File: src/rtl/axi3_modport_slave_if.sv
// AXI3 bus bundle between an interconnect master port and a register-bank slave.
// Carries all five channels; cache/lock/prot/qos/burst/size fields ride along untouched.
interface axi3_modport_slave_if #(
  parameter int ID_WIDTH = 12
) ();
  logic [31:0]         araddr;
  logic [ID_WIDTH-1:0] arid;
  logic [3:0]          arlen;
  logic                arvalid;
  logic [1:0]          arburst;
  logic [2:0]          arsize;
  logic [3:0]          arcache;
  logic [1:0]          arlock;
  logic [2:0]          arprot;
  logic [3:0]          arqos;
  logic                arready;

  logic [31:0]         rdata;
  logic [ID_WIDTH-1:0] rid;
  logic [1:0]          rresp;
  logic                rlast;
  logic                rvalid;
  logic                rready;

  logic [31:0]         awaddr;
  logic [ID_WIDTH-1:0] awid;
  logic [3:0]          awlen;
  logic                awvalid;
  logic [1:0]          awburst;
  logic [2:0]          awsize;
  logic [3:0]          awcache;
  logic [1:0]          awlock;
  logic [2:0]          awprot;
  logic [3:0]          awqos;
  logic                awready;

  logic [31:0]         wdata;
  logic [3:0]          wstrb;
  logic                wlast;
  logic                wvalid;
  logic [ID_WIDTH-1:0] wid;
  logic                wready;

  logic [ID_WIDTH-1:0] bid;
  logic [1:0]          bresp;
  logic                bvalid;
  logic                bready;

  modport slave (
    input  araddr, arid, arlen, arvalid, arburst, arsize, arcache, arlock, arprot, arqos,
    output arready,
    output rdata, rid, rresp, rlast, rvalid,
    input  rready,
    input  awaddr, awid, awlen, awvalid, awburst, awsize, awcache, awlock, awprot, awqos,
    output awready,
    input  wdata, wstrb, wlast, wvalid, wid,
    output wready,
    output bid, bresp, bvalid,
    input  bready
  );

  modport master (
    output araddr, arid, arlen, arvalid, arburst, arsize, arcache, arlock, arprot, arqos,
    input  arready,
    input  rdata, rid, rresp, rlast, rvalid,
    output rready,
    output awaddr, awid, awlen, awvalid, awburst, awsize, awcache, awlock, awprot, awqos,
    input  awready,
    output wdata, wstrb, wlast, wvalid, wid,
    input  wready,
    input  bid, bresp, bvalid,
    output bready
  );
endinterface

File: src/rtl/axi3_modport_slave.sv
// AXI3 slave exposing N_REGS 32-bit registers with single/INCR burst access.
// Independent read and write FSMs; out-of-range beats answer DECERR.
module axi3_modport_slave #(
  parameter int          D_WIDTH   = 32,
  parameter int          ID_WIDTH  = 12,
  parameter int          N_REGS    = 16,
  parameter logic [31:0] BASE_ADDR = 32'h0
) (
  input  logic                  aclk_i,
  input  logic                  rst_i,
  axi3_modport_slave_if.slave   s_axi,
  output logic [32*N_REGS-1:0]  regs_o
);

  localparam int          IDX_W  = (N_REGS > 1) ? $clog2(N_REGS) : 1;
  localparam logic [30:0] BASE_W = {1'b0, BASE_ADDR[31:2]};
  localparam logic [30:0] NREG_W = 31'(N_REGS);

  typedef enum logic [0:0] {R_IDLE, R_DATA}         rstate_e;
  typedef enum logic [1:0] {W_IDLE, W_DATA, W_RESP} wstate_e;

  // Word addresses carry one extra MSB so a burst near the top of memory never wraps into range.
  function automatic logic in_range(input logic [30:0] w);
    return (w >= BASE_W) && (w < (BASE_W + NREG_W));
  endfunction

  function automatic logic [IDX_W-1:0] reg_idx(input logic [30:0] w);
    logic [30:0] off;
    off = w - BASE_W;
    return off[IDX_W-1:0];
  endfunction

  logic [31:0] regs_q [N_REGS];

  rstate_e             r_state_q, r_state_d;
  logic                arready_q, arready_d;
  logic                rvalid_q, rvalid_d;
  logic                rlast_q, rlast_d;
  logic [31:0]         rdata_q, rdata_d;
  logic [1:0]          rresp_q, rresp_d;
  logic [ID_WIDTH-1:0] rid_q, rid_d;
  logic [30:0]         r_word_q, r_word_d;
  logic [3:0]          r_left_q, r_left_d;
  logic                r_load_s;
  logic [30:0]         r_load_word_s;

  wstate_e             w_state_q, w_state_d;
  logic                awready_q, awready_d;
  logic                wready_q, wready_d;
  logic                bvalid_q, bvalid_d;
  logic [1:0]          bresp_q, bresp_d;
  logic [ID_WIDTH-1:0] bid_q, bid_d;
  logic [30:0]         w_word_q, w_word_d;
  logic [3:0]          w_left_q, w_left_d;
  logic                w_err_q, w_err_d;
  logic                w_beat_oor_s;
  logic                wr_en_s;
  logic [IDX_W-1:0]    wr_idx_s;
  logic [31:0]         wr_data_s;

  logic unused_s;
  assign unused_s = ^{s_axi.araddr[1:0], s_axi.awaddr[1:0], s_axi.arburst, s_axi.arsize,
                      s_axi.arcache, s_axi.arlock, s_axi.arprot, s_axi.arqos, s_axi.awburst,
                      s_axi.awsize, s_axi.awcache, s_axi.awlock, s_axi.awprot, s_axi.awqos,
                      s_axi.wid};

  always_comb begin
    r_state_d     = r_state_q;
    rid_d         = rid_q;
    r_word_d      = r_word_q;
    r_left_d      = r_left_q;
    rdata_d       = rdata_q;
    rresp_d       = rresp_q;
    rlast_d       = rlast_q;
    r_load_s      = 1'b0;
    r_load_word_s = r_word_q;
    case (r_state_q)
      R_IDLE: begin
        if (s_axi.arvalid && arready_q) begin
          r_state_d     = R_DATA;
          rid_d         = s_axi.arid;
          r_left_d      = s_axi.arlen;
          r_load_s      = 1'b1;
          r_load_word_s = {1'b0, s_axi.araddr[31:2]};
        end else begin
          r_state_d = R_IDLE;
        end
      end
      R_DATA: begin
        if (rvalid_q && s_axi.rready && rlast_q) begin
          r_state_d = R_IDLE;
        end else if (rvalid_q && s_axi.rready) begin
          r_left_d      = r_left_q - 4'd1;
          r_load_s      = 1'b1;
          r_load_word_s = r_word_q + 31'd1;
        end else begin
          r_state_d = R_DATA;
        end
      end
      default: r_state_d = R_IDLE;
    endcase
    // Beat data is sampled from the bank before any same-edge write lands.
    if (r_load_s) begin
      r_word_d = r_load_word_s;
      rlast_d  = (r_left_d == 4'd0);
      if (in_range(r_load_word_s)) begin
        rdata_d = regs_q[reg_idx(r_load_word_s)];
        rresp_d = 2'b00;
      end else begin
        rdata_d = 32'h0;
        rresp_d = 2'b11;
      end
    end else begin
      r_word_d = r_word_q;
    end
    arready_d = (r_state_d == R_IDLE);
    rvalid_d  = (r_state_d == R_DATA);
  end

  always_ff @(posedge aclk_i) begin
    if (rst_i) begin
      r_state_q <= R_IDLE;
      arready_q <= 1'b0;
      rvalid_q  <= 1'b0;
      rlast_q   <= 1'b0;
      rdata_q   <= 32'h0;
      rresp_q   <= 2'b00;
      rid_q     <= '0;
      r_word_q  <= 31'h0;
      r_left_q  <= 4'd0;
    end else begin
      r_state_q <= r_state_d;
      arready_q <= arready_d;
      rvalid_q  <= rvalid_d;
      rlast_q   <= rlast_d;
      rdata_q   <= rdata_d;
      rresp_q   <= rresp_d;
      rid_q     <= rid_d;
      r_word_q  <= r_word_d;
      r_left_q  <= r_left_d;
    end
  end

  assign w_beat_oor_s = !in_range(w_word_q);
  assign wr_idx_s     = reg_idx(w_word_q);

  always_comb begin
    wr_data_s = regs_q[wr_idx_s];
    for (int b = 0; b < 4; b++) begin
      if (s_axi.wstrb[b]) begin
        wr_data_s[8*b +: 8] = s_axi.wdata[8*b +: 8];
      end else begin
        wr_data_s[8*b +: 8] = regs_q[wr_idx_s][8*b +: 8];
      end
    end
  end

  always_comb begin
    w_state_d = w_state_q;
    bid_d     = bid_q;
    bresp_d   = bresp_q;
    w_word_d  = w_word_q;
    w_left_d  = w_left_q;
    w_err_d   = w_err_q;
    wr_en_s   = 1'b0;
    case (w_state_q)
      W_IDLE: begin
        if (s_axi.awvalid && awready_q) begin
          w_state_d = W_DATA;
          bid_d     = s_axi.awid;
          w_word_d  = {1'b0, s_axi.awaddr[31:2]};
          w_left_d  = s_axi.awlen;
          w_err_d   = 1'b0;
        end else begin
          w_state_d = W_IDLE;
        end
      end
      W_DATA: begin
        if (s_axi.wvalid && wready_q) begin
          if (w_beat_oor_s) begin
            w_err_d = 1'b1;
            wr_en_s = 1'b0;
          end else begin
            wr_en_s = 1'b1;
          end
          // An early wlast ends the burst even if awlen promised more beats.
          if (s_axi.wlast || (w_left_q == 4'd0)) begin
            w_state_d = W_RESP;
            bresp_d   = (w_err_q || w_beat_oor_s) ? 2'b11 : 2'b00;
          end else begin
            w_left_d = w_left_q - 4'd1;
            w_word_d = w_word_q + 31'd1;
          end
        end else begin
          w_state_d = W_DATA;
        end
      end
      W_RESP: begin
        if (bvalid_q && s_axi.bready) begin
          w_state_d = W_IDLE;
          w_err_d   = 1'b0;
        end else begin
          w_state_d = W_RESP;
        end
      end
      default: w_state_d = W_IDLE;
    endcase
    awready_d = (w_state_d == W_IDLE);
    wready_d  = (w_state_d == W_DATA);
    bvalid_d  = (w_state_d == W_RESP);
  end

  always_ff @(posedge aclk_i) begin
    if (rst_i) begin
      w_state_q <= W_IDLE;
      awready_q <= 1'b0;
      wready_q  <= 1'b0;
      bvalid_q  <= 1'b0;
      bresp_q   <= 2'b00;
      bid_q     <= '0;
      w_word_q  <= 31'h0;
      w_left_q  <= 4'd0;
      w_err_q   <= 1'b0;
    end else begin
      w_state_q <= w_state_d;
      awready_q <= awready_d;
      wready_q  <= wready_d;
      bvalid_q  <= bvalid_d;
      bresp_q   <= bresp_d;
      bid_q     <= bid_d;
      w_word_q  <= w_word_d;
      w_left_q  <= w_left_d;
      w_err_q   <= w_err_d;
    end
  end

  always_ff @(posedge aclk_i) begin
    if (rst_i) begin
      for (int i = 0; i < N_REGS; i++) begin
        regs_q[i] <= 32'h0;
      end
    end else if (wr_en_s) begin
      regs_q[wr_idx_s] <= wr_data_s;
    end else begin
      regs_q[wr_idx_s] <= regs_q[wr_idx_s];
    end
  end

  for (genvar g = 0; g < N_REGS; g++) begin : g_regs_out
    assign regs_o[32*g +: 32] = regs_q[g];
  end

  assign s_axi.arready = arready_q;
  assign s_axi.rvalid  = rvalid_q;
  assign s_axi.rlast   = rlast_q;
  assign s_axi.rdata   = rdata_q;
  assign s_axi.rresp   = rresp_q;
  assign s_axi.rid     = rid_q;
  assign s_axi.awready = awready_q;
  assign s_axi.wready  = wready_q;
  assign s_axi.bvalid  = bvalid_q;
  assign s_axi.bresp   = bresp_q;
  assign s_axi.bid     = bid_q;

endmodule

File: src/flat_wrapper.sv
// flat-port wrapper written by rule: the top's interface ports become plain ports
module axi3_modport_slave_flat 
#(
  parameter int          D_WIDTH   = 32,
  parameter int          ID_WIDTH  = 12,
  parameter int          N_REGS    = 16,
  parameter logic [31:0] BASE_ADDR = 32'h0
)
  (aclk_i, rst_i, regs_o, s_axi_araddr, s_axi_arid, s_axi_arlen, s_axi_arvalid, s_axi_arburst, s_axi_arsize, s_axi_arcache, s_axi_arlock, s_axi_arprot, s_axi_arqos, s_axi_arready, s_axi_rdata, s_axi_rid, s_axi_rresp, s_axi_rlast, s_axi_rvalid, s_axi_rready, s_axi_awaddr, s_axi_awid, s_axi_awlen, s_axi_awvalid, s_axi_awburst, s_axi_awsize, s_axi_awcache, s_axi_awlock, s_axi_awprot, s_axi_awqos, s_axi_awready, s_axi_wdata, s_axi_wstrb, s_axi_wlast, s_axi_wvalid, s_axi_wid, s_axi_wready, s_axi_bid, s_axi_bresp, s_axi_bvalid, s_axi_bready);
  axi3_modport_slave_if #(.ID_WIDTH(ID_WIDTH)) s_axi_i ();
  input  logic aclk_i;
  input  logic rst_i;
  output logic [32*N_REGS-1:0] regs_o;
  input wire logic [$bits(s_axi_i.araddr)-1:0] s_axi_araddr;
  input wire logic [$bits(s_axi_i.arid)-1:0] s_axi_arid;
  input wire logic [$bits(s_axi_i.arlen)-1:0] s_axi_arlen;
  input wire logic [$bits(s_axi_i.arvalid)-1:0] s_axi_arvalid;
  input wire logic [$bits(s_axi_i.arburst)-1:0] s_axi_arburst;
  input wire logic [$bits(s_axi_i.arsize)-1:0] s_axi_arsize;
  input wire logic [$bits(s_axi_i.arcache)-1:0] s_axi_arcache;
  input wire logic [$bits(s_axi_i.arlock)-1:0] s_axi_arlock;
  input wire logic [$bits(s_axi_i.arprot)-1:0] s_axi_arprot;
  input wire logic [$bits(s_axi_i.arqos)-1:0] s_axi_arqos;
  output wire logic [$bits(s_axi_i.arready)-1:0] s_axi_arready;
  output wire logic [$bits(s_axi_i.rdata)-1:0] s_axi_rdata;
  output wire logic [$bits(s_axi_i.rid)-1:0] s_axi_rid;
  output wire logic [$bits(s_axi_i.rresp)-1:0] s_axi_rresp;
  output wire logic [$bits(s_axi_i.rlast)-1:0] s_axi_rlast;
  output wire logic [$bits(s_axi_i.rvalid)-1:0] s_axi_rvalid;
  input wire logic [$bits(s_axi_i.rready)-1:0] s_axi_rready;
  input wire logic [$bits(s_axi_i.awaddr)-1:0] s_axi_awaddr;
  input wire logic [$bits(s_axi_i.awid)-1:0] s_axi_awid;
  input wire logic [$bits(s_axi_i.awlen)-1:0] s_axi_awlen;
  input wire logic [$bits(s_axi_i.awvalid)-1:0] s_axi_awvalid;
  input wire logic [$bits(s_axi_i.awburst)-1:0] s_axi_awburst;
  input wire logic [$bits(s_axi_i.awsize)-1:0] s_axi_awsize;
  input wire logic [$bits(s_axi_i.awcache)-1:0] s_axi_awcache;
  input wire logic [$bits(s_axi_i.awlock)-1:0] s_axi_awlock;
  input wire logic [$bits(s_axi_i.awprot)-1:0] s_axi_awprot;
  input wire logic [$bits(s_axi_i.awqos)-1:0] s_axi_awqos;
  output wire logic [$bits(s_axi_i.awready)-1:0] s_axi_awready;
  input wire logic [$bits(s_axi_i.wdata)-1:0] s_axi_wdata;
  input wire logic [$bits(s_axi_i.wstrb)-1:0] s_axi_wstrb;
  input wire logic [$bits(s_axi_i.wlast)-1:0] s_axi_wlast;
  input wire logic [$bits(s_axi_i.wvalid)-1:0] s_axi_wvalid;
  input wire logic [$bits(s_axi_i.wid)-1:0] s_axi_wid;
  output wire logic [$bits(s_axi_i.wready)-1:0] s_axi_wready;
  output wire logic [$bits(s_axi_i.bid)-1:0] s_axi_bid;
  output wire logic [$bits(s_axi_i.bresp)-1:0] s_axi_bresp;
  output wire logic [$bits(s_axi_i.bvalid)-1:0] s_axi_bvalid;
  input wire logic [$bits(s_axi_i.bready)-1:0] s_axi_bready;
  assign s_axi_i.araddr = s_axi_araddr;
  assign s_axi_i.arid = s_axi_arid;
  assign s_axi_i.arlen = s_axi_arlen;
  assign s_axi_i.arvalid = s_axi_arvalid;
  assign s_axi_i.arburst = s_axi_arburst;
  assign s_axi_i.arsize = s_axi_arsize;
  assign s_axi_i.arcache = s_axi_arcache;
  assign s_axi_i.arlock = s_axi_arlock;
  assign s_axi_i.arprot = s_axi_arprot;
  assign s_axi_i.arqos = s_axi_arqos;
  assign s_axi_arready = s_axi_i.arready;
  assign s_axi_rdata = s_axi_i.rdata;
  assign s_axi_rid = s_axi_i.rid;
  assign s_axi_rresp = s_axi_i.rresp;
  assign s_axi_rlast = s_axi_i.rlast;
  assign s_axi_rvalid = s_axi_i.rvalid;
  assign s_axi_i.rready = s_axi_rready;
  assign s_axi_i.awaddr = s_axi_awaddr;
  assign s_axi_i.awid = s_axi_awid;
  assign s_axi_i.awlen = s_axi_awlen;
  assign s_axi_i.awvalid = s_axi_awvalid;
  assign s_axi_i.awburst = s_axi_awburst;
  assign s_axi_i.awsize = s_axi_awsize;
  assign s_axi_i.awcache = s_axi_awcache;
  assign s_axi_i.awlock = s_axi_awlock;
  assign s_axi_i.awprot = s_axi_awprot;
  assign s_axi_i.awqos = s_axi_awqos;
  assign s_axi_awready = s_axi_i.awready;
  assign s_axi_i.wdata = s_axi_wdata;
  assign s_axi_i.wstrb = s_axi_wstrb;
  assign s_axi_i.wlast = s_axi_wlast;
  assign s_axi_i.wvalid = s_axi_wvalid;
  assign s_axi_i.wid = s_axi_wid;
  assign s_axi_wready = s_axi_i.wready;
  assign s_axi_bid = s_axi_i.bid;
  assign s_axi_bresp = s_axi_i.bresp;
  assign s_axi_bvalid = s_axi_i.bvalid;
  assign s_axi_i.bready = s_axi_bready;
  axi3_modport_slave #(.D_WIDTH(D_WIDTH), .ID_WIDTH(ID_WIDTH), .N_REGS(N_REGS), .BASE_ADDR(BASE_ADDR)) u_core (.aclk_i(aclk_i), .rst_i(rst_i), .s_axi(s_axi_i), .regs_o(regs_o));
endmodule
File: config.mk
export PLATFORM = sky130hd
export DESIGN_NAME = axi3_modport_slave_flat
export DESIGN_NICKNAME = d
export VERILOG_FILES = /design/src/rtl/axi3_modport_slave_if.sv /design/src/rtl/axi3_modport_slave.sv /design/src/flat_wrapper.sv
export SDC_FILE = /design/constraint.sdc
export NUM_CORES = 1
export LEC_CHECK = 0
export CORE_AREA = 2 2 300 302
export DETAILED_ROUTE_END_ITERATION = 8
export DIE_AREA = 0 0 302 304
export PLACE_DENSITY = 0.56
export SLEW_MARGIN = 40
export SYNTH_ARGS = -nofsm -noshare
export SYNTH_HDL_FRONTEND = slang
export SYNTH_SLANG_ARGS = --single-unit
File: constraint.sdc
create_clock -name aclk_i -period 5.8 [get_ports aclk_i]
set_clock_uncertainty 0.1 [all_clocks]
set_input_delay 0.58 -clock aclk_i [delete_from_list [all_inputs] [get_ports aclk_i]]
set_output_delay 0.58 -clock aclk_i [all_outputs]
set_load 0.1 [all_outputs]
==> flow_summary_export.csv, run 1 <==
group,metric,value,unit
critical_path,critical_register_to_register_path_endpoint,"u_core.s_axi.rdata[27]$_SDFFE_PP0P_",
critical_path,worst_setup_path_endpoint,"u_core.s_axi.rdata[27]$_SDFFE_PP0P_",
placed_design,place_area,34500,µm²
timing,timing_max_transition_violations_final,0,
route,dr_total_vias,24200,
cells_and_area,synthToLayoutAreaGrowth,28.1,%
critical_path,crit_path_start_kind,"flip-flop",
cts,cts_tree,"built",
timing,maxSlewHeadroom,42.1,%
critical_path,timing_worst_setup_path_type,"flip-flop to flip-flop",
cts,post-cts-setup-buffers,0,
worst_hold_path,min_from,"rst_i",
cts,clk_transition_reported_paths,60,ps
synth,synthesized_area_per_cell,11.5,µm²
route,number_of_detailed_route_iterations_in_the_first_pass,5,
placed_design,port_buffers,713,
run,timing.max_cap.violations,0,
synth,netlist_top_cells_count,"nor2_1, edfxtp_1, nand2_1",
placed_design,post-place-ws,1240,ps
cts,cts_root_buf,"clkbuf_16",
critical_path,critical_path_buf_inv_count,1,
critical_path,timing.critical_path.max_delay_family,"simple AND/OR/NAND/NOR gates",
die,fp-row-count,110,
cts,cts_buf_count,75,
synth,synth_enable_flop_cells,512,
timing,share_of_the_cycle_needed_by_the_critical_path_after_routing,73.2,%
timing,post_route_worst_hold_slack,241,ps
global_route,vias_in_the_first_global_route,23300,
timing,timing.fmax,236,MHz
critical_path,worst_r2r_path_depth,9,
critical_path,cp-end-kind,"flip-flop",
timing,timing_hold_violations_final,0,
synth,register_bit_count_reported_by_yosys,649,
synth,synth_area_leader_cell,"edfxtp_1",
timing,setup_viol,0,
route,via_to_cell_ratio,5.52,
route,drt-wirelength-per-cell,28.7,µm
cts,cts-htree-levels,3,
timing,shortest_period_the_worst_path_allows,4240,ps
die,die_height,304,µm
synth,synthesis.nets,2718,
synth,seq_area_frac_synth,62.5,%
cts,cts_hold_buffers,0,
cts,post_cts_resized,0,
die,start_util,32.6,%
timing,timing.final.ws_setup,1560,ps
cts,cts.sink_count,649,
global_route,total_gr_overflow,0,
cts,clkLatencyLatePin,630,ps
synth,ys_warn_count,0,
critical_path,worst_path_largest_cell_delay,810,ps
placed_design,place_congestion,0.914,
critical_path,timing.critical_path.cells,"nand3b_1, nor4_2, a211oi_1, nor2_1, nand4_1, or4_1, nand4bb_2, buf_4, o31ai_1",
die,die_width,302,µm
critical_path,worstSetupPathDepth,9,
route,detail-route-antenna-nets,0,
synth,synth_top_cell_area_share,53.0,%
global_route,number_of_antenna_violations_at_the_first_check_in_global_routing,5,
critical_path,worst_r2r_startpoint,"u_core.r_state_q$_SDFF_PP0_",
cells_and_area,finish.instance_area,37200,µm²
critical_path,worst_path_max_delay_cell,"nor4_2",
synth,syn-instance-count,2523,
synth,most_used_standard_cell_by_instance_count_after_synthesis,"nor2_1",
die,num_io_pins,766,
critical_path,crit_path_max_fanout,32,
cells_and_area,fin_nets,3348,
timing,worstMarginPinSlew,868,ps
synth,synth_cell_types,71,
cells_and_area,drive_above_1_share,27.6,%
synth,postSynth.topFlopCell,"edfxtp_1",
synth,async_flop_share,0,%
route,wl,126,mm
die,core_area,89000,µm²
cts,clockBufferDepth,3,
critical_path,reg2reg_setup_slack,1560,ps
power,power_per_cell_area,349,nW/µm²
critical_path,worst-endpoint-arrival,4660,ps
critical_path,crit_start,"u_core.r_state_q$_SDFF_PP0_",
power,ir_worst_vdd,0.000188,V
synth,syn-cell-area,29000,µm²
critical_path,crit_required,6210,ps
worst_hold_path,hold_path.class,"primary input to flip-flop",
synth,synth_area_leaders,"edfxtp_1, dfxtp_1, nor2_1",
global_route,grt_pass1_wl,175,mm
power,p_leak,0.0138,µW
global_route,largest_net_degree_at_the_start_of_global_routing,87,
global_route,track_usage,26.6,%
route,drc,0,
die,die_area,91800,µm²
timing,setup_tns,0,ps
placed_design,dp.final_hpwl,96.9,mm
route,dr.first_iter.drc_count,2229,
timing,setup_repair_after_global_routing_missed_its_margin,"no",
status,status,"finished, final reports clean",
==> final cells by class <==
class	instances	area [µm²]
Antenna cell	2	5.00
Clock buffer	97	2090
Clock inverter	41	449
Fill cell	8479	51900
Inverter	17	63.8
Multi-Input combinational cell	1637	10200
Sequential cell	649	18100
Tap cell	1176	1470
Timing Repair Buffer	773	4800
==> power by group <==
| part | internal (µW) | switching, µW |
|---|---|---|
| Combinational | 636 | 2040 |
| Clock | 2920 | 2010 |
| Sequential | 5190 | 169 |
| Total | 8740 | 4220 |
==> cell usage in the layout (no fill, tap or decap), drive strengths merged, types with 31 or more instances in the layout <==
cell type / netlist / routed
dfxtp: 137 / 137
mux4: 54 / 54
o21bai: 65 / 65
edfxtp: 512 / 512
mux2i: 108 / 108
o22ai: 45 / 45
a311oi: 31 / 31
nor2: 582 / 582
nand2: 259 / 259
a211oi: 35 / 35
a21oi: 89 / 89
buf: 41 / 638
o21ai: 32 / 32
clkdlybuf4s50: 0 / 134
clkbuf: 179 / 98
==> flip-flops by register name, summed over array words and instances (netlist names) <==
register / count
u_core.s_axi.bid: 12
u_core.r_word_q: 31
u_core.s_axi.rdata: 32
u_core.s_axi.rlast: 1
u_core.s_axi.arready: 1
u_core.w_state_q: 2
u_core.r_left_q: 4
u_core.s_axi.awready: 1
u_core.r_state_q: 1
u_core.w_err_q: 1
u_core.regs_q: 512
u_core.w_word_q: 31
u_core.s_axi.bvalid: 1
u_core.s_axi.rid: 12
u_core.s_axi.rresp: 1
u_core.w_left_q: 4
u_core.s_axi.wready: 1
u_core.s_axi.bresp: 1
==> cells by family after synthesis <==
family,Yosys count,synth area share (%)
AND/OR/NAND/NOR,1001,14.5
multiplexers,163,7.96
adder cells (fa/ha/maj),7,0.302
XOR/XNOR,9,0.272
flip-flops,649,62.5
buffers and inverters,237,3.35
AO/OA/AOI/OAI,457,11.1
==> worst min path at each step <==
stage	cells after the start	endpoint	slack [ps]
after floorplan	2	u_core.w_left_q[1]$_SDFFE_PP0P_	360
final	2	u_core.r_word_q[9]$_SDFFE_PP0P_	240
after global placement	2	u_core.s_axi.rdata[31]$_SDFFE_PP0P_	340
after detailed placement	2	u_core.s_axi.rdata[12]$_SDFFE_PP0P_	340
after global routing	2	u_core.r_word_q[9]$_SDFFE_PP0P_	250
after CTS	2	u_core.r_word_q[10]$_SDFFE_PP0P_	220
==> stage by stage <==
stage	instances	util (%)	power (µW)
floorplan	2523	-	7310
global placement	4249	41.8	8210
detailed placement	4251	38.8	8110
CTS	4389	41.6	13000
global route	4390	41.7	13300
finish	4392	41.7	13000
==> layer usage <==
metal	GRT usage, %	part of all wire (%)	routed length, µm	up-vias
met1	34.9	40	50500	12200
met3	7.27	9.9	12500	197
met2	41.8	46	57800	1317
met5	0	0.010	13	-
li1	-	-	-	10500
met4	10.1	4.1	5220	2
(Power assumes the default switching activity.)
==> inputs of run 2 (changes only) <==
- CORE_AREA: 2 2 300 302 -> 2 2 294 296
- DIE_AREA: 0 0 302 304 -> 0 0 296 298
- PLACE_DENSITY: 0.56 -> 0.58
- clock period: 5.8 -> 4 ns (I/O delays scaled with it)
==> run 2 against run 1 <==
  * Die area decreased by 3.9%
  * Global-route usage up 1.1 points
  * Combinational power is 51% higher
  * Non-clock buffer count grew 141
  * Register-to-register slack worse by 1100 ps
  * First-iteration DRC count up 11%
  * Routed wire length about the same
  * Critical path depth stayed put
  * Cell area is 2.7% higher
  * Count of clock-buffer cells in the layout unchanged
  * Sequential share of layout area shrank 1.3 points
  * Worst hold slack worse by 32 ps
  * Critical endpoint is now u_core.s_axi.rdata[12]$_SDFFE_PP0P_
  * Largest power group unchanged
  * Highest routed layer is now met4
==> flow_summary_export.csv, run 2 (same netlist as run 1, synthesis figures left out) <==
group,metric,value,unit
critical_path,timing.critical_path.max_delay_family,"simple AND/OR/NAND/NOR gates",
cts,clockBufferDepth,3,
critical_path,crit_top_cell,"or4_1",
critical_path,crit_start,"u_core.r_word_q[13]$_SDFFE_PP0P_",
critical_path,cp-end-kind,"flip-flop",
global_route,met2_layer_usage_reported_by_global_route,45.5,%
cts,post_cts_resized,0,
timing,timing_max_transition_violations_final,0,
cells_and_area,final_common_cell,"nor2_1",
critical_path,worstSetupPathDepth,9,
critical_path,crit_path_max_fanout,32,
die,start_util,34.2,%
critical_path,timing.critical_path.cells,"nand4_1, nor2_1, and4_1, nor3_1, or4_1, or4_1, nand4bb_2, buf_12, o31ai_1",
global_route,global_route.usage.met3,7.18,%
cts,clkLatencyLatePin,610,ps
critical_path,worst_path_max_delay_cell,"or4_1",
critical_path,critical_path_buf_inv_count,1,
die,die_width,296,µm
global_route,global_route.peak_usage_layer,"met2",
cells_and_area,registers.top_by_ff_count,"u_core.regs_q",
power,power_per_cell_area,498,nW/µm²
timing,timing.fmax,280,MHz
timing,setup_tns,0,ps
timing,share_of_the_cycle_needed_by_the_critical_path_after_routing,89.3,%
critical_path,worst_r2r_path_depth,9,
power,ir_worst_vdd,0.000281,V
placed_design,place_congestion,0.981,
critical_path,worst_setup_path_endpoint,"u_core.s_axi.rdata[12]$_SDFFE_PP0P_",
status,status,"finished, final reports clean",
run,timing.max_cap.violations,0,
route,drt-wirelength-per-cell,28.0,µm
die,die_height,298,µm
critical_path,crit_required,4400,ps
cells_and_area,layout_filler_cell_count,8070,
die,fp-row-count,107,
power,p_leak,0.0144,µW
cts,clk_transition_reported_paths,60,ps
timing,maxSlewHeadroom,43.6,%
timing,timing_hold_violations_final,0,
cells_and_area,largest_reg_flops,512,
route,wl,126,mm
timing,timing.final.ws_setup,430,ps
critical_path,reg2reg_setup_slack,430,ps
global_route,largest_net_degree_at_the_start_of_global_routing,114,
route,via_to_cell_ratio,5.45,
global_route,number_of_antenna_violations_at_the_first_check_in_global_routing,3,
placed_design,dp.final_hpwl,98.4,mm
route,drc,0,
die,core_area,84900,µm²
cts,cts-htree-levels,3,
cts,post-cts-setup-buffers,0,
route,dr.first_iter.drc_count,2475,
timing,shortest_period_the_worst_path_allows,3570,ps
critical_path,worst_r2r_startpoint,"u_core.r_word_q[13]$_SDFFE_PP0P_",
placed_design,port_buffers,713,
global_route,total_gr_overflow,0,
timing,setup_repair_after_global_routing_missed_its_margin,"no",
cells_and_area,synthToLayoutAreaGrowth,31.5,%
cts,cts_buf_count,75,
worst_hold_path,hold_path.class,"primary input to flip-flop",
cells_and_area,fin_nets,3489,
global_route,met1_resource_use_gr,36.1,%
timing,worstMarginPinSlew,844,ps
critical_path,critical_register_to_register_path_endpoint,"u_core.s_axi.rdata[12]$_SDFFE_PP0P_",
cells_and_area,sequential_cell_area,18100,µm²
global_route,vias_in_the_first_global_route,23800,
placed_design,post-place-ws,27.4,ps
critical_path,worst_path_largest_cell_delay,540,ps
critical_path,timing_worst_setup_path_type,"flip-flop to flip-flop",
die,num_io_pins,766,
cells_and_area,drive_above_1_share,29.5,%
cts,cts_tree,"built",
cts,cts.sink_count,649,
global_route,track_usage,27.7,%
critical_path,worst-endpoint-arrival,3970,ps
route,dr_total_vias,24500,
route,detail-route-antenna-nets,0,
cts,cts_root_buf,"clkbuf_16",
die,die_area,88200,µm²
cells_and_area,footprint_of_the_multi_input_gates,10000,µm²
cells_and_area,mostFrequentLayoutCells,"nor2_1, buf_2, edfxtp_1",
cts,cts_hold_buffers,0,
global_route,grt_pass1_wl,176,mm
critical_path,crit_path_start_kind,"flip-flop",
route,number_of_detailed_route_iterations_in_the_first_pass,6,
timing,setup_viol,0,
-- run 2: changes by cell type in the layout (fill, tap and decap cells not counted), moves of 3 or more --
cell        change
clkinvlp_4      +3
o21bai_2       -34
clkinv_2        +4
nand2_1        +11
buf_4         +126
buf_12         +10
clkinv_1        -7
inv_6           -3
o21bai_1       +34
buf_2           +9
nand2_2        -11
-- run 2: through the flow --
stage	instances	instance area [µm²]	hold WS, ps	power [µW]	utilization, %
6_report	4499	38100	209	19000	44.9
5_1_grt	4499	38100	222	19500	44.9
4_1_cts	4498	38100	188	19100	44.9
3_5_place_dp	4361	35600	343	11900	41.9
3_3_place_gp	4361	38400	341	12100	45.3
2_1_floorplan	2523	29000	358	10600	-
-- run 2: worst min path at each step --
stage	from	end	slack (ps)	cells after the start
after floorplan	u_core.w_left_q[1]$_SDFFE_PP0P_	u_core.w_left_q[1]$_SDFFE_PP0P_	360	2
after global placement	u_core.s_axi.rdata[0]$_SDFFE_PP0P_	u_core.s_axi.rdata[0]$_SDFFE_PP0P_	340	2
after detailed placement	u_core.s_axi.rdata[18]$_SDFFE_PP0P_	u_core.s_axi.rdata[18]$_SDFFE_PP0P_	340	2
after CTS	rst_i	u_core.r_left_q[2]$_SDFF_PP0_	190	2
after global routing	rst_i	u_core.r_word_q[27]$_SDFFE_PP0P_	220	2
final	rst_i	u_core.r_word_q[30]$_SDFFE_PP0P_	210	2
-- run 2: layer usage --
layer	share of wire (%)	wire, µm	vias up
met3	9.7	12200	150
met5	0	0	-
li1	-	-	10800
met1	40	50600	12300
met2	47	59800	1225
met4	2.8	3490	0
-- run 2: final cells by class --
class                           count  share of cell area, %
Sequential cell                   649                   47.5
Tap cell                         1144                   3.75
Multi-Input combinational cell   1637                   26.2
Clock buffer                       97                   5.58
Clock inverter                     40                   1.21
Timing Repair Buffer              914                   15.6
Antenna cell                        1                0.00656
Inverter                           17                  0.167
-- run 2: power breakdown --
group	internal, µW	total, µW	switching, µW
Sequential	7520	7760	241
Clock	4350	7220	2870
Combinational	1030	4020	2990
Total	12900	19000	6100
